### config.mk
export PLATFORM = sky130hd
export DESIGN_NAME = laser_chase_sequencer
export DESIGN_NICKNAME = d
export VERILOG_FILES = /design/src/rtl/laser_chaser_pkg.sv /design/src/rtl/cmd_skid_buffer.sv /design/src/rtl/laser_chase_sequencer.sv
export SDC_FILE = /design/constraint.sdc
export NUM_CORES = 1
export LEC_CHECK = 0
export BUFFER_PORTS_ARGS = -buffer_cell sky130_fd_sc_hd__buf_4
export CORE_ASPECT_RATIO = 2
export CORE_UTILIZATION = 55
export DETAILED_ROUTE_END_ITERATION = 16
export PLACE_DENSITY = 0.87
export SYNTH_ARGS = -nofsm -noshare
export SYNTH_HDL_FRONTEND = slang
export SYNTH_SLANG_ARGS = --single-unit
### constraint.sdc
create_clock -name clk_in -period 2.6 [get_ports clk_in]
set_input_delay 0.26 -clock clk_in [delete_from_list [all_inputs] [get_ports clk_in]]
set_output_delay 0.26 -clock clk_in [all_outputs]
set_load 0.05 [all_outputs]
### src/rtl/laser_chaser_pkg.sv
// Shared types for the laser chase sequencer: motor command directions,
// sequencer states and the detection-to-direction mapping.
package laser_chaser_pkg;

  typedef enum logic [1:0] {
    CMD_STOP    = 2'd0,
    CMD_LEFT    = 2'd1,
    CMD_RIGHT   = 2'd2,
    CMD_FORWARD = 2'd3
  } cmd_dir_t;

  typedef enum logic [2:0] {
    ST_IDLE    = 3'd0,
    ST_SEARCH  = 3'd1,
    ST_CONFIRM = 3'd2,
    ST_CHASE   = 3'd3
  } seq_state_t;

  // detected is {left_hit, right_hit}
  function automatic cmd_dir_t det_to_dir(input logic [1:0] det);
    case (det)
      2'b10:   return CMD_LEFT;
      2'b01:   return CMD_RIGHT;
      2'b11:   return CMD_FORWARD;
      default: return CMD_STOP;
    endcase
  endfunction

endpackage

### src/rtl/cmd_skid_buffer.sv
// Motor command output register plus one latest-wins pending slot, with the
// valid/ready handshake toward the motor driver.
module cmd_skid_buffer
  import laser_chaser_pkg::*;
#(
  parameter logic [15:0] STEP_CYCLES = 16'd49152
) (
  input  logic        clk_i,
  input  logic        rst_n_i,
  input  logic        enq_valid_i,
  input  cmd_dir_t    enq_dir_i,
  input  logic        enq_flush_i,
  input  logic        ready_i,
  output logic        valid_o,
  output cmd_dir_t    dir_o,
  output logic [15:0] duration_o,
  output logic        drop_o
);

  logic        out_valid_q, out_valid_d;
  cmd_dir_t    out_dir_q, out_dir_d;
  logic [15:0] out_dur_q, out_dur_d;
  logic        pend_valid_q, pend_valid_d;
  cmd_dir_t    pend_dir_q, pend_dir_d;
  logic        xfer;

  function automatic logic [15:0] dur_of(input cmd_dir_t d);
    return (d == CMD_STOP) ? 16'd0 : STEP_CYCLES;
  endfunction

  always_comb begin
    xfer         = out_valid_q & ready_i;
    out_valid_d  = out_valid_q;
    out_dir_d    = out_dir_q;
    out_dur_d    = out_dur_q;
    pend_valid_d = pend_valid_q;
    pend_dir_d   = pend_dir_q;

    if (!out_valid_q || xfer) begin
      // A fresh enqueue is newer than anything pending, so it takes the
      // output register directly and the pending entry is discarded.
      if (enq_valid_i) begin
        out_valid_d  = 1'b1;
        out_dir_d    = enq_dir_i;
        out_dur_d    = dur_of(enq_dir_i);
        pend_valid_d = 1'b0;
      end else if (pend_valid_q) begin
        out_valid_d  = 1'b1;
        out_dir_d    = pend_dir_q;
        out_dur_d    = dur_of(pend_dir_q);
        pend_valid_d = 1'b0;
      end else begin
        out_valid_d  = 1'b0;
      end
    end else if (enq_valid_i) begin
      pend_valid_d = 1'b1;
      pend_dir_d   = enq_dir_i;
    end
  end

  always_ff @(posedge clk_i or negedge rst_n_i) begin
    if (!rst_n_i) begin
      out_valid_q  <= 1'b0;
      out_dir_q    <= CMD_STOP;
      out_dur_q    <= '0;
      pend_valid_q <= 1'b0;
      pend_dir_q   <= CMD_STOP;
    end else begin
      out_valid_q  <= out_valid_d;
      out_dir_q    <= out_dir_d;
      out_dur_q    <= out_dur_d;
      pend_valid_q <= pend_valid_d;
      pend_dir_q   <= pend_dir_d;
    end
  end

  // A STOP flushes a pending move by design, so only move-over-entry losses count.
  assign drop_o     = enq_valid_i & pend_valid_q & ~enq_flush_i;
  assign valid_o    = out_valid_q;
  assign dir_o      = out_dir_q;
  assign duration_o = out_dur_q;

endmodule

### src/rtl/laser_chase_sequencer.sv
// Per-frame motion scheduler: debounces red-dot detections into motor commands
// with a frame watchdog. Optional stats ports: LASER_CHASE_SEQUENCER_STATS_EN.
module laser_chase_sequencer
  import laser_chaser_pkg::*;
#(
  parameter int unsigned CONFIRM_FRAMES  = 3,
  parameter int unsigned LOST_FRAMES     = 8,
  parameter logic [15:0] STEP_CYCLES     = 16'd49152,
  parameter logic [23:0] WATCHDOG_CYCLES = 24'd4915200
) (
  input  logic        clk_in,
  input  logic        rst_n_in,
  input  logic        enable_in,
  input  logic        frame_strobe_in,
  input  logic [1:0]  detected_in,
  input  logic        cmd_ready_in,
  output logic        cmd_valid_out,
  output logic [1:0]  cmd_dir_out,
  output logic [15:0] cmd_duration_out,
  output logic [2:0]  state_out,
  output logic        stale_out
`ifdef LASER_CHASE_SEQUENCER_STATS_EN
  ,
  output logic [15:0] frame_cnt_out,
  output logic [15:0] drop_cnt_out
`endif
);

  localparam logic [3:0]  CONF_TGT = 4'(CONFIRM_FRAMES);
  localparam logic [7:0]  LOST_TGT = 8'(LOST_FRAMES);
  localparam logic [23:0] WD_LAST  = WATCHDOG_CYCLES - 24'd1;

  seq_state_t  state_q, state_d;
  logic [1:0]  cand_q, cand_d;
  logic [3:0]  conf_q, conf_d, conf_inc;
  logic [7:0]  miss_q, miss_d, miss_inc;
  logic [23:0] wd_q, wd_d, wd_inc;
  logic        stale_q, stale_d;
  logic        enq_valid;
  cmd_dir_t    enq_dir;
  cmd_dir_t    out_dir;

  always_comb begin
    conf_inc  = (conf_q == '1) ? conf_q : conf_q + 4'd1;
    miss_inc  = (miss_q == '1) ? miss_q : miss_q + 8'd1;
    wd_inc    = (wd_q == '1) ? wd_q : wd_q + 24'd1;
    state_d   = state_q;
    cand_d    = cand_q;
    conf_d    = conf_q;
    miss_d    = miss_q;
    wd_d      = wd_q;
    stale_d   = 1'b0;
    enq_valid = 1'b0;
    enq_dir   = CMD_STOP;

    if (!enable_in) begin
      state_d   = ST_IDLE;
      wd_d      = '0;
      conf_d    = '0;
      miss_d    = '0;
      enq_valid = (state_q != ST_IDLE);
    end else if (state_q == ST_IDLE) begin
      state_d = ST_SEARCH;
      wd_d    = '0;
    end else if (frame_strobe_in) begin
      wd_d = '0;
      case (state_q)
        ST_SEARCH: begin
          if (detected_in != 2'b00) begin
            cand_d = detected_in;
            conf_d = 4'd1;
            if (CONF_TGT <= 4'd1) begin
              state_d   = ST_CHASE;
              miss_d    = '0;
              enq_valid = 1'b1;
              enq_dir   = det_to_dir(detected_in);
            end else begin
              state_d = ST_CONFIRM;
            end
          end
        end
        ST_CONFIRM: begin
          if (detected_in == 2'b00) begin
            state_d = ST_SEARCH;
            conf_d  = '0;
          end else if (detected_in == cand_q) begin
            conf_d = conf_inc;
            if (conf_inc >= CONF_TGT) begin
              state_d   = ST_CHASE;
              miss_d    = '0;
              enq_valid = 1'b1;
              enq_dir   = det_to_dir(cand_q);
            end
          end else begin
            cand_d = detected_in;
            conf_d = 4'd1;
          end
        end
        ST_CHASE: begin
          if (detected_in != 2'b00) begin
            miss_d    = '0;
            enq_valid = 1'b1;
            enq_dir   = det_to_dir(detected_in);
          end else if (miss_inc >= LOST_TGT) begin
            miss_d    = '0;
            state_d   = ST_SEARCH;
            enq_valid = 1'b1;
          end else begin
            miss_d = miss_inc;
          end
        end
        default: ;
      endcase
    end else if (wd_q >= WD_LAST) begin
      stale_d   = 1'b1;
      enq_valid = 1'b1;
      state_d   = ST_SEARCH;
      wd_d      = '0;
      conf_d    = '0;
      miss_d    = '0;
    end else begin
      wd_d = wd_inc;
    end
  end

  always_ff @(posedge clk_in or negedge rst_n_in) begin
    if (!rst_n_in) begin
      state_q <= ST_IDLE;
      cand_q  <= '0;
      conf_q  <= '0;
      miss_q  <= '0;
      wd_q    <= '0;
      stale_q <= 1'b0;
    end else begin
      state_q <= state_d;
      cand_q  <= cand_d;
      conf_q  <= conf_d;
      miss_q  <= miss_d;
      wd_q    <= wd_d;
      stale_q <= stale_d;
    end
  end

`ifdef LASER_CHASE_SEQUENCER_STATS_EN
  logic skid_drop;
`endif

  cmd_skid_buffer #(
    .STEP_CYCLES (STEP_CYCLES)
  ) u_skid (
    .clk_i       (clk_in),
    .rst_n_i     (rst_n_in),
    .enq_valid_i (enq_valid),
    .enq_dir_i   (enq_dir),
    .enq_flush_i (enq_valid && (enq_dir == CMD_STOP)),
    .ready_i     (cmd_ready_in),
    .valid_o     (cmd_valid_out),
    .dir_o       (out_dir),
    .duration_o  (cmd_duration_out),
`ifdef LASER_CHASE_SEQUENCER_STATS_EN
    .drop_o      (skid_drop)
`else
    .drop_o      ()
`endif
  );

`ifdef LASER_CHASE_SEQUENCER_STATS_EN
  logic [15:0] frame_cnt_q, drop_cnt_q;

  always_ff @(posedge clk_in or negedge rst_n_in) begin
    if (!rst_n_in) begin
      frame_cnt_q <= '0;
      drop_cnt_q  <= '0;
    end else begin
      if (frame_strobe_in && enable_in) frame_cnt_q <= frame_cnt_q + 16'd1;
      if (skid_drop && (drop_cnt_q != '1)) drop_cnt_q <= drop_cnt_q + 16'd1;
    end
  end

  assign frame_cnt_out = frame_cnt_q;
  assign drop_cnt_out  = drop_cnt_q;
`endif

  assign cmd_dir_out = out_dir;
  assign state_out   = state_q;
  assign stale_out   = stale_q;

endmodule

# Yosys cells after proc, flatten, opt, wreduce, memory -nomap -nowiden
# Index checks and enable logic that the tools add are counted.
# word_totals
inputBits	7
word_cells	142
regBits	64
out_inout_bits	23
# classes
n_reduce_logical	17
n_lt_le_gt_ge	3
n_mux	73
bitwise_logic	3
eq_ne	32
addsub	3
# op_table
cell	n
$mux 24	5
$mux 8	10
$mux 16	4
$mux 4	8
$mux 3	10
$add 24x1->24 const B	1
$eq 24x24->1 const B	1
$ge 24x23->1 const B	1
$mux 2	12
$mux 1	16
$ne 4x4->1 const B	4
$pmux 8 s2	1
$ne 5x5->1 const B	3
$reduce_and 7->1	2
$ne 6x6->1 const B	2
$pmux 2 s3	2
$pmux 3 s3	1
$add 8x1->8 const B	1
$eq 2x2->1 const B	4
$eq 8x8->1 const B	1
$ge 8x4->1 const B	1
$ne 2x2->1 const B	4
$ne 4x2->1 const B	2
$pmux 2 s2	2
other kinds (24)	33

# Depth between registers and ports, before layout
# Gate-level depths: netlist (run 1).
# depth
word_depth	13
mapped_depth	9
mapped_depth_nobuf	8

# Cells and area by module
# A second synthesis (run 1) with hierarchy kept.
# unflattened
cells_unflattened	305
hier_area_um2	2844.0
# modules_own_cells
mod	seq_area_each_um2	area_per_inst_um2	cells_per_inst	n_inst
laser_chase_sequencer	1026.0	2396.0	257	1
cmd_skid_buffer	175.2	447.9	48	1

# Worst setup path after synthesis (run 1)
# OpenSTA, ideal clock, no wires.
# synth_timing
path_type	reg-to-reg
from	register state_q[0], in the netlist state_out[0]
to	register miss_q[1]
required_ns	2.475
path_slack_ns	-0.008
path_stages_with_launch	10
setup_time_ns	0.125
period_less_slack_ns	2.608
arrival_ns	2.483
n_path_buf	1
path_cell_list	dfrtp_1 inv_1 ha_1 clkbuf_1 and3_1 a22o_1 o21ai_2 nand2_1 o211ai_2 mux2_2
# synth_between
elab_chain_len	5
elab_cells_between_ends	13
cone_classes	eq/ne (7); mux (4); reduce/logical (2)
# synth_lines
element	line	text
start, declared	laser_chase_sequencer.sv:33	seq_state_t state_q, state_d;
start signal, assigned	laser_chase_sequencer.sv:135	state_q <= state_d;
$eq 3x2->1	laser_chase_sequencer.sv:67	case (state_q)
$pmux 8 s2	laser_chase_sequencer.sv:67	
$mux 8	laser_chase_sequencer.sv:65	end else if (frame_strobe_in) begin
$mux 8	laser_chase_sequencer.sv:62	end else if (state_q == ST_IDLE) begin
$mux 8	laser_chase_sequencer.sv:56	if (!enable_in) begin
end signal, assigned	laser_chase_sequencer.sv:138	miss_q <= miss_d;
end, declared	laser_chase_sequencer.sv:36	logic [7:0] miss_q, miss_d, miss_inc;
# Several ways; a longest one is shown, not always the timed one. The select of a mux whose other input is x is not followed.
# A chain may end at the register's enable or synchronous reset.

# Final worst setup path (run 1)
# layout_timing
from	register miss_q[1]
to	register u_skid.pend_dir_q[1]
# layout_between
elab_chain_len	10
elab_cells_between_ends	11
cone_classes	add/sub (1); order compare (1); eq/ne (1); mux (7); reduce/logical (1)
# layout_lines
element	line	text
$add 8x1->8 / $eq 8x8->1 (equally long branches)	laser_chase_sequencer.sv:45	miss_inc = (miss_q == '1) ? miss_q : miss_q + 8'd1;
$mux 8 (*)	laser_chase_sequencer.sv:45	
$ge 8x4->1 (*)	laser_chase_sequencer.sv:104	end else if (miss_inc >= LOST_TGT) begin
$mux 1 (*)	laser_chase_sequencer.sv:104	
$mux 1 (*)	laser_chase_sequencer.sv:100	if (detected_in != 2'b00) begin
$pmux 1 s2 (*)	laser_chase_sequencer.sv:67	
$mux 1 (*)	laser_chase_sequencer.sv:65	
$mux 1 (*)	laser_chase_sequencer.sv:62	
$mux 1 (*)	laser_chase_sequencer.sv:56	
$reduce_and 2->1 (no source line) (*)	--	
end signal, assigned	cmd_skid_buffer.sv:73	pend_dir_q <= pend_dir_d;
end, declared	cmd_skid_buffer.sv:24	cmd_dir_t pend_dir_q, pend_dir_d;
# Every way passes the cells marked *; elsewhere a longest branch is shown, timed or not.

==> run summary, run 1 <==
initial antenna violation count: 0
die height: 106 microns
antenna cells: 0
GRT busiest layer: met2
Max Slew Vio Count: 0
P_leak: 1.40 nW
PwrDens: 588 nW/um^2
R2R Path Start: miss_q[1]$_DFFE_PN0P_
total power: 1.89 mW
Worst-path clk slew: 0.09 ns
status: finished clean
Setup TNS Final: 0 ns
Resized cells post-CTS: 0
Ys Warns: 0
Mapped Area: 2980 sq um
total die area: 5730 sq um
Worst Skew: 0.00898 ns
Fmax: 0.426 GHz
area of the multi-input gates: 1620 sq um
Routed Antenna Nets: 0
Worst Reg-to-Reg Cells: 7
Setup crit end kind: register
layout overhead on the synthesized area: 8.14%
DR WL/cell: 15.8 microns
crit path launch: miss_q[1]$_DFFE_PN0P_
CP arrival: 2.53 ns
DRT Pass-1 Iters: 4
Core Area: 5180 sq um
CTS Buf Count: 5
total track usage: 0.252
Worst Hold Class: input port to register
end of the critical path: u_skid.pend_dir_q[1]$_DFFE_PN0P_
Die Width: 54.1 microns
register area: 1200 sq um
CTS root buffer: clkbuf_8
Yosys cell types: 64
met3 GRT Util: 0.0343
Final HPWL DP: 4790 microns
first-pass GRT wire length: 10700 microns
number of synthesized flops with an enable pin: 0
critical path type: register to register
CP Max Fanout: 6
DR iter-0 viols: 72
# DRC: 0
synthesized instance count: 325
final hold vios: 0
slew of the pin with the lowest slew margin: 0.589 ns
CTS Buffer Depth: 2
I/O Pins: 30
clk_lat worst skew: 0.30 ns
vias after detailed routing: 2395
vias in the first global route: 2520
register bit total from synthesis: 48
Sink Count: 48
CP required: 2.79 ns
GP Congestion: 0.884
RSZ-0062 raised after global routing: false
Final min period: 2.35 ns
maximum vdd drop: 0.000418 V
met2 Track Usage GR: 0.466
r2r setup slk: 0.25 ns
Vias/cell: 5.96
share of cells above drive strength 1: 0.125
met1 Use GR: 0.248
Port-buffer cells: 14
max-cap viol count: 0
total grt overflow: 0
mean post-synth cell area: 9.17 sq um
commonest non-fill, non-tap cell in the layout: dfrtp_1
# fillers: 442
Setup crit start kind: register
post-synthesis sequential area ratio: 0.403
asr flop ratio synth: 1.00
htree depth: 2
setup slack after layout: 0.254 ns
most frequent cells in the layout: 47 x dfrtp_1, 37 x nor2_1, 22 x nand2_1, 19 x buf_4
endpoints failing setup: 0
largest net degree at the start of global routing: 49
FP Rows: 37
Nets: 357
FF-to-FF End: u_skid.pend_dir_q[1]$_DFFE_PN0P_
Initial Util: 0.575
period utilization: 0.902
headroom to the max-slew limit: 0.607
Setup WS pre-CTS: 0.316 ns
Yosys top cell by area: dfrtp_1
top-area cell type share of the netlist area: 0.403
Routed WL: 6360 microns
prevailing post-synth register cell: dfrtp_1
synth top area cells: dfrtp_1 40%, nor2_1 4.7%, buf_4 4.0%
CTS tree: done
[stage by stage]
stage / hold slack, ns / instance area, sq um / util / instances
2_1_floorplan: -0.0356 / 3040 / - / 340
3_3_place_gp: 0.307 / 3100 / 0.597 / 393
3_5_place_dp: 0.313 / 3100 / 0.597 / 393
4_1_cts: 0.268 / 3220 / 0.622 / 402
5_1_grt: 0.296 / 3220 / 0.622 / 402
6_report: 0.280 / 3220 / 0.622 / 402
[critical path, stage by stage, from the launching register on]
cell and delay, ns:
dfrtp_1 0.42, ha_1 0.24, nand3_1 0.16, nor4_1 0.25, a21oi_1 0.16, o31a_1 0.39
o211ai_1 0.24, mux2_2 0.36
[cells in the mapped netlist, types with 6 or more instances]
cell and instances:
nor2_1 37, o21ai_0 9, and2_1 6, xnor2_1 12, a21oi_1 10, ha_1 7, buf_4 16, nand2b_1 7
nand2_1 22, dfrtp_1 48, nand3_1 14, xor2_1 9, nor3_1 6, inv_1 16, nand4_1 6
[power breakdown]
part | switching (mW) | internal [mW] | leakage (nW)
clock | 0.258 | 0.290 | 0.0548
combinational | 0.339 | 0.159 | 0.692
sequential | 0.0586 | 0.790 | 0.654
[area by class of cell]
class	instances	area share
clock buffers	5	0.0214
clock inverters	3	0.0144
inverters	16	0.0186
multi-input cells	252	0.503
flip-flops and latches	48	0.373
well taps	58	0.0225
repair buffers	20	0.0474
[worst min path at each step]
stage | slack (ns) | to | startpoint | depth (start not counted)
2_1_floorplan | -0.04 | cand_q[0]$_DFFE_PN0P_ | rst_n_in | 0
3_3_place_gp | 0.31 | u_skid.valid_o$_DFFE_PN0N_ | rst_n_in | 1
3_5_place_dp | 0.31 | wd_q[1]$_DFFE_PN0P_ | rst_n_in | 1
4_1_cts | 0.27 | state_out[0]$_DFFE_PN0P_ | enable_in | 3
5_1_grt | 0.30 | state_out[0]$_DFFE_PN0P_ | enable_in | 3
6_report | 0.28 | state_out[0]$_DFFE_PN0P_ | enable_in | 3
[sequential cells by signal, summed over array words and instances (netlist names)]
signal	cells
u_skid.duration_o	1
cand_q	2
u_skid.pend_dir_q	2
miss_q	8
conf_q	4
u_skid.valid_o	1
wd_q	24
u_skid.dir_o	2
u_skid.pend_valid_q	1
state_out	2
stale_out	1
[cell families (layout without fill, tap and decap cells)]
family | Yosys count | after routing | synth area share
flip-flops | 48 | 48 | 0.403
other | 1 | 16 | 0.00126
adder cells (fa/ha/maj) | 7 | 7 | 0.0294
AND/OR/NAND/NOR | 131 | 131 | 0.233
multiplexers | 7 | 7 | 0.0248
XOR/XNOR | 21 | 21 | 0.0617
buffers and inverters | 40 | 44 | 0.0722
AO/OA/AOI/OAI | 70 | 70 | 0.174
[repair_timing]
item                                   in CTS  in global routing
endpoints found under the hold margin      48                  0
hold buffers                                1                  0
setup buffers                               0                  0
[metal layers]
layer,part of all wire,up-vias
li1,-,1153
met1,0.36,1171
met2,0.58,53
met3,0.023,18
met4,0.037,0
met5,0,-
No activity file was read; power rests on OpenSTA's default activity.
==> run 2: changes to the inputs <==
--- a/config.mk
+++ b/config.mk
@@ -8,6 +8,7 @@
 export BUFFER_PORTS_ARGS = -buffer_cell sky130_fd_sc_hd__buf_4
 export CORE_ASPECT_RATIO = 2
 export CORE_UTILIZATION = 55
+export CTS_BUF_LIST = sky130_fd_sc_hd__clkbuf_8
 export DETAILED_ROUTE_END_ITERATION = 16
 export PLACE_DENSITY = 0.87
 export SYNTH_ARGS = -nofsm -noshare
==> constraint.sdc (replaced) <==
create_clock -name clk_in -period 2.47 [get_ports clk_in]
set_input_delay 0.247 -clock clk_in [delete_from_list [all_inputs] [get_ports clk_in]]
set_output_delay 0.247 -clock clk_in [all_outputs]
set_load 0.05 [all_outputs]
==> run summary, run 2 (synthesized netlist as in run 1, its figures left out) <==
status: finished clean
Setup crit end kind: register
Worst-path clk slew: 0.09 ns (about the same)
CTS Buf Count: 5 (unchanged)
period utilization: 0.959 (+0.0565)
total grt overflow: 0 (unchanged)
PwrDens: 591 nW/um^2 (+0.54%)
DR iter-0 viols: 54 (-25%)
Die Width: 54.1 microns (unchanged)
Max Slew Vio Count: 0 (unchanged)
Final HPWL DP: 4830 microns (+0.91%)
Post-Layout Cell Count: 406 (+1.0%)
CTS Buffer Depth: 2 (unchanged)
Routed Antenna Nets: 0 (unchanged)
end of the critical path: u_skid.pend_dir_q[1]$_DFFE_PN0P_
htree depth: 2 (unchanged)
most frequent cells in the layout: 47 x dfrtp_1, 37 x nor2_1, 23 x buf_4, 22 x nand2_1
I/O Pins: 30 (unchanged)
clk_lat worst skew: 0.31 ns (about the same)
DR WL/cell: 16.0 microns (+0.98%)
vias after detailed routing: 2403 (+0.33%)
commonest non-fill, non-tap cell in the layout: dfrtp_1
Worst Skew: 0.0107 ns (+0.00174 ns)
Setup crit start kind: register
R2R Path Start: miss_q[0]$_DFFE_PN0P_
crit path launch: miss_q[0]$_DFFE_PN0P_
CP arrival: 2.57 ns (+0.04 ns)
share of cells above drive strength 1: 0.144 (+0.0187)
CTS root buffer: clkbuf_8
first-pass GRT wire length: 10500 microns (-1.9%)
Nets: 361 (+1.1%)
# DRC: 0 (unchanged)
Initial Util: 0.575 (unchanged)
vias in the first global route: 2416 (-4.1%)
Fmax: 0.422 GHz (-0.94%)
max-cap viol count: 0 (unchanged)
Top Registers: wd_q (24), miss_q (8), conf_q (4)
layout overhead on the synthesized area: 9.07%
final hold vios: 0 (unchanged)
initial antenna violation count: 0 (unchanged)
CP required: 2.67 ns (-0.12 ns)
r2r setup slk: 0.10 ns (-0.15 ns)
Worst Hold Class: input port to register
GP Congestion: 0.917 (+3.7%)
DP Cell Count: 395 (+0.51%)
total track usage: 0.248 (-0.00429)
FF-to-FF End: u_skid.pend_dir_q[1]$_DFFE_PN0P_
DRT Pass-1 Iters: 4 (unchanged)
Final min period: 2.37 ns (+0.0222 ns)
FP Rows: 37 (unchanged)
headroom to the max-slew limit: 0.586 (-0.0205)
critical path type: register to register
most flop-heavy register: wd_q
maximum vdd drop: 0.000510 V (+22%)
largest net degree at the start of global routing: 49 (unchanged)
P_leak: 1.41 nW (+0.88%)
Sink Count: 48 (unchanged)
Port-buffer cells: 14 (unchanged)
Routed WL: 6480 microns (+2.0%)
CTS tree: done
die height: 106 microns (unchanged)
endpoints failing setup: 0 (unchanged)
Largest register FFs: 24 (unchanged)
Core Area: 5180 sq um (unchanged)
worst hold slack: 0.246 ns (-0.0340 ns)
total die area: 5730 sq um (unchanged)
CP Max Fanout: 6 (unchanged)
slew of the pin with the lowest slew margin: 0.620 ns (+0.0308 ns)
Vias/cell: 5.92 (-0.65%)
Worst Reg-to-Reg Cells: 7 (unchanged)
antenna cells: 0 (unchanged)
==> run 2: how the worst min path moves through the flow <==
stage                             from                              end  slack [ns]  cells after the start
after floorplan               rst_n_in            cand_q[0]$_DFFE_PN0P_       -0.05                      0
after global placement        rst_n_in       u_skid.valid_o$_DFFE_PN0N_        0.30                      1
after detailed placement      rst_n_in              wd_q[1]$_DFFE_PN0P_        0.30                      1
after CTS                 cmd_ready_in  u_skid.pend_valid_q$_DFFE_PN0P_        0.24                      3
after global routing      cmd_ready_in  u_skid.pend_valid_q$_DFFE_PN0P_        0.25                      3
final                     cmd_ready_in  u_skid.pend_valid_q$_DFFE_PN0P_        0.25                      3
==> run 2: report_power, final <==
| group | switching (mW) | internal [mW] | total (mW) |
|---|---|---|---|
| Combinational | 0.360 | 0.169 | 0.529 |
| Sequential | 0.0603 | 0.832 | 0.892 |
| Clock | 0.273 | 0.227 | 0.500 |
==> run 2: cell type report <==
cell class / count / area, sq um
timing repair buffer: 24 / 183
fill: 462 / 1930
sequential: 48 / 1200
multi-input combinational: 252 / 1640
clock inverter: 2 / 15.0
inverter: 16 / 60.1
tap: 58 / 72.6
clock buffer: 6 / 82.6
==> run 2: repair_timing <==
item / CTS / global route
resized for setup: 0 / 3
setup buffers: 0 / 2
hold endpoints to repair: 48 / 0
hold buffers: 1 / 0
endpoints found under the setup margin: 0 / 2
==> run 2: layer usage <==
layer / GRT usage / vias to the layer above / wire length [microns]
met4: 0.134 / 0 / 277
li1: - / 1170 / -
met1: 0.253 / 1154 / 2430
met3: 0.0286 / 21 / 163
met5: 0 / - / 0
met2: 0.451 / 58 / 3620
==> run 2: worst max-delay path: stages, from the launching register on <==
cell      delay, ns
dfrtp_1        0.41
ha_1           0.24
nand3_1        0.18
nor4_2         0.33
a21oi_2        0.12
o31a_1         0.35
o211ai_1       0.26
mux2_2         0.37
==> run 2: per-stage QoR <==
stage	cell area (sq um)	total power, mW	util	setup WS (ns)	setup TNS (ns)
after global placement	3110	1.42	0.600	0.275	0
final	3250	1.92	0.627	0.102	0
after floorplan	3040	1.31	-	0.00865	0
after CTS	3220	1.93	0.621	0.0715	0
after detailed placement	3110	1.43	0.600	0.177	0
after global routing	3250	2.00	0.627	-0.00834	-0.00834
==> run 3: changes to the inputs <==
--- a/config.mk
+++ b/config.mk
@@ -5,12 +5,13 @@
 export SDC_FILE = /design/constraint.sdc
 export NUM_CORES = 1
 export LEC_CHECK = 0
+export ABC_AREA = 1
 export BUFFER_PORTS_ARGS = -buffer_cell sky130_fd_sc_hd__buf_4
 export CORE_ASPECT_RATIO = 2
-export CORE_UTILIZATION = 55
+export CORE_UTILIZATION = 45
 export CTS_BUF_LIST = sky130_fd_sc_hd__clkbuf_8
 export DETAILED_ROUTE_END_ITERATION = 16
-export PLACE_DENSITY = 0.87
+export PLACE_DENSITY = 0.75
 export SYNTH_ARGS = -nofsm -noshare
 export SYNTH_HDL_FRONTEND = slang
 export SYNTH_SLANG_ARGS = --single-unit
==> run summary, run 3 <==
status: finished clean
headroom to the max-slew limit: 0.590 (+0.00373)
FF-to-FF End: state_out[0]$_DFFE_PN0P_
worst-path cell chain: inv_1, ha_1, inv_1, nand2_1, nor2_1, inv_1, a21oi_2, o21ai_0, a31oi_1, nor2_1, o211ai_2, nand2_1, o21ai_1
DR WL/cell: 11.7 microns (-27%)
mean post-synth cell area: 8.16 sq um (-11%)
Routed Antenna Nets: 0 (unchanged)
Top Registers: wd_q (24), miss_q (8), conf_q (4)
Ys Warns: 0 (unchanged)
asr flop ratio synth: 1.00 (unchanged)
most flop-heavy register: wd_q
# fillers: 620 (+34%)
Vias/cell: 4.92 (-17%)
die height: 118 microns (+11%)
Die Width: 59.8 microns (+11%)
Resized cells post-CTS: 0 (unchanged)
total track usage: 0.184 (-0.0638)
Crit. path cell count: 13 (+6)
CP arrival: 2.30 ns (-0.27 ns)
Post-Layout Cell Count: 475 (+17%)
Setup TNS Final: 0 ns (unchanged)
CTS root buffer: clkbuf_8
dpl cell area: 3160 sq um (+1.4%)
Setup crit start kind: register
Final min period: 2.06 ns (-0.307 ns)
Crit path buffers/inverters: 3 (+3)
Initial Util: 0.473 (-0.102)
CP required: 2.70 ns (+0.03 ns)
I/O Pins: 30 (unchanged)
Sequential Power Share: 0.528 (+0.064)
met1 Use GR: 0.205 (-0.0486)
Largest register FFs: 24 (unchanged)
Core Area: 6360 sq um (+23%)
Core Util, Final: 0.510 (-0.117)
Sink Count: 48 (unchanged)
Yosys cell types: 43 (-33%)
Final HPWL DP: 4300 microns (-11%)
initial antenna violation count: 0 (unchanged)
CTS Buffer Depth: 2 (unchanged)
top-area cell type share of the netlist area: 0.399 (-0.00402)
PwrDens: 491 nW/um^2 (-17%)
register bit total from synthesis: 48 (unchanged)
Nets: 403 (+12%)
RSZ-0062 raised after global routing: false
switching share of total power: 0.319 (-0.0424)
layout overhead on the synthesized area: 7.77%
Setup crit end kind: register
period utilization: 0.835 (-0.124)
largest net degree at the start of global routing: 49 (unchanged)
DP Cell Count: 467 (+18%)
GP Congestion: 0.900 (-1.8%)
crit path launch: state_out[1]$_DFFE_PN0P_
most frequent cells in the layout: 81 x nand2_1, 48 x dfrtp_1, 44 x nor2_1, 41 x inv_1, 19 x nand3_1
r2r setup slk: 0.41 ns (+0.31 ns)
critical path type: register to register
worst hold slack: 0.153 ns (-0.0928 ns)
Critical Path Max Stage Delay: 0.45 ns (+0.04 ns)
Worst Hold Class: input port to register
most used cell, CP: inv_1
Worst-path clk slew: 0.08 ns (about the same)
top cells by instance count after synthesis: 81 x nand2_1, 48 x dfrtp_1, 44 x nor2_1
synthesized instance count: 369 (+14%)
post-synthesis sequential area ratio: 0.399 (-0.00402)
R2R Path Start: state_out[1]$_DFFE_PN0P_
Setup WS pre-CTS: 0.435 ns (+0.257 ns)
combinational share of power: 0.200 (-0.075)
Worst Reg-to-Reg Cells: 13 (+6)
Slowest cell on crit path: dfrtp_1
setup slack after layout: 0.409 ns (+0.307 ns)
vias in the first global route: 2354 (-2.6%)
Net Sw Power: 0.508 mW (-27%)
prevailing post-synth register cell: dfrtp_1
leading cell type by number of instances after synthesis: nand2_1
CTS tree: done
clock network power share: 0.272 (+0.012)
FP Rows: 41 (+11%)
endpoints failing setup: 0 (unchanged)
Mapped Area: 3010 sq um (+1.0%)
htree depth: 2 (unchanged)
max-cap viol count: 0 (unchanged)
share of cells above drive strength 1: 0.165 (+0.0208)
met2 Track Usage GR: 0.322 (-0.130)
total die area: 7040 sq um (+23%)
total grt overflow: 0 (unchanged)
end of the critical path: state_out[0]$_DFFE_PN0P_
first-pass GRT wire length: 10100 microns (-4.1%)
top cell family by delay on the critical path: compound AO/OA/AOI/OAI gates
fin area: 3240 sq um (-0.19%)
Fmax: 0.485 GHz (+15%)
P_leak: 1.49 nW (+5.8%)
maximum vdd drop: 0.000370 V (-28%)
Worst Skew: 0.00641 ns (-0.00431 ns)
total power: 1.59 mW (-17%)
internal power: 1.09 mW (-11%)
clk_lat worst skew: 0.30 ns (about the same)
# DRC: 0 (unchanged)
Routed WL: 5550 microns (-14%)
antenna cells: 0 (unchanged)
Yosys top cell by area: dfrtp_1
DRT Pass-1 Iters: 4 (unchanged)
Max Slew Vio Count: 0 (unchanged)
number of synthesized flops with an enable pin: 0 (unchanged)
DR iter-0 viols: 58 (+7.4%)
slew of the pin with the lowest slew margin: 0.615 ns (-0.00560 ns)
Port-buffer cells: 14 (unchanged)
final hold vios: 0 (unchanged)
synth top area cells: dfrtp_1 40%, nand2_1 10%, nor2_1 5.5%
CTS Buf Count: 5 (unchanged)
GRT busiest layer: met2
CP Max Fanout: 6 (unchanged)
commonest non-fill, non-tap cell in the layout: nand2_1
vias after detailed routing: 2339 (-2.7%)
met3 GRT Util: 0.0286 (-0.0000409)
run 3: cell families (layout without fill, tap and decap cells):
| family | Yosys count | in the layout | share of synthesized area |
|---|---|---|---|
| DFF | 48 | 48 | 0.399 |
| xor gates and xnor gates | 21 | 21 | 0.0611 |
| AOI/OAI and AO/OA | 38 | 38 | 0.0781 |
| other | 1 | 16 | 0.00125 |
| buffers and inverters | 65 | 70 | 0.102 |
| adders and majority gates | 7 | 7 | 0.0291 |
| and+or+nand+nor | 189 | 189 | 0.330 |
run 3: timing repair:
action                                 4_1_cts  5_1_grt
endpoints found under the hold margin       48        0
setup buffers                                0        0
hold buffers                                 1        0
run 3: power by group through the flow:
stage	sequential, mW	combinational [mW]	clock [mW]
after CTS	0.841	0.321	0.453
after detailed placement	0.857	0.319	0
after global placement	0.856	0.315	0
after floorplan	0.886	0.228	0
after global routing	0.847	0.355	0.486
final	0.842	0.319	0.434
run 3: layout make-up:
class | instances | area [sq um] | share of cell area
Tap cell | 86 | 108 | 0.0332
Inverter | 47 | 176 | 0.0544
Timing Repair Buffer | 16 | 123 | 0.0378
Multi-Input combinational cell | 271 | 1560 | 0.481
Sequential cell | 48 | 1200 | 0.370
Clock inverter | 2 | 8.76 | 0.00270
Clock buffer | 5 | 68.8 | 0.0212
run 3: worst min path at each step:
stage | startpoint | end | slack (ns) | cells after the start
CTS | frame_strobe_in | stale_out$_DFF_PN0_ | 0.14 | 2
floorplan | rst_n_in | cand_q[0]$_DFFE_PN0P_ | -0.05 | 0
detailed placement | rst_n_in | wd_q[2]$_DFFE_PN0P_ | 0.30 | 1
finish | frame_strobe_in | stale_out$_DFF_PN0_ | 0.15 | 2
global route | frame_strobe_in | stale_out$_DFF_PN0_ | 0.15 | 2
global placement | rst_n_in | miss_q[4]$_DFFE_PN0P_ | 0.30 | 1
run 3: routing by layer:
layer,wire length (microns),part of all wire,vias up
met1,2190,0.39,1103
met4,185,0.033,0
li1,-,-,1182
met2,3050,0.55,40
met5,0,0,-
met3,125,0.023,14
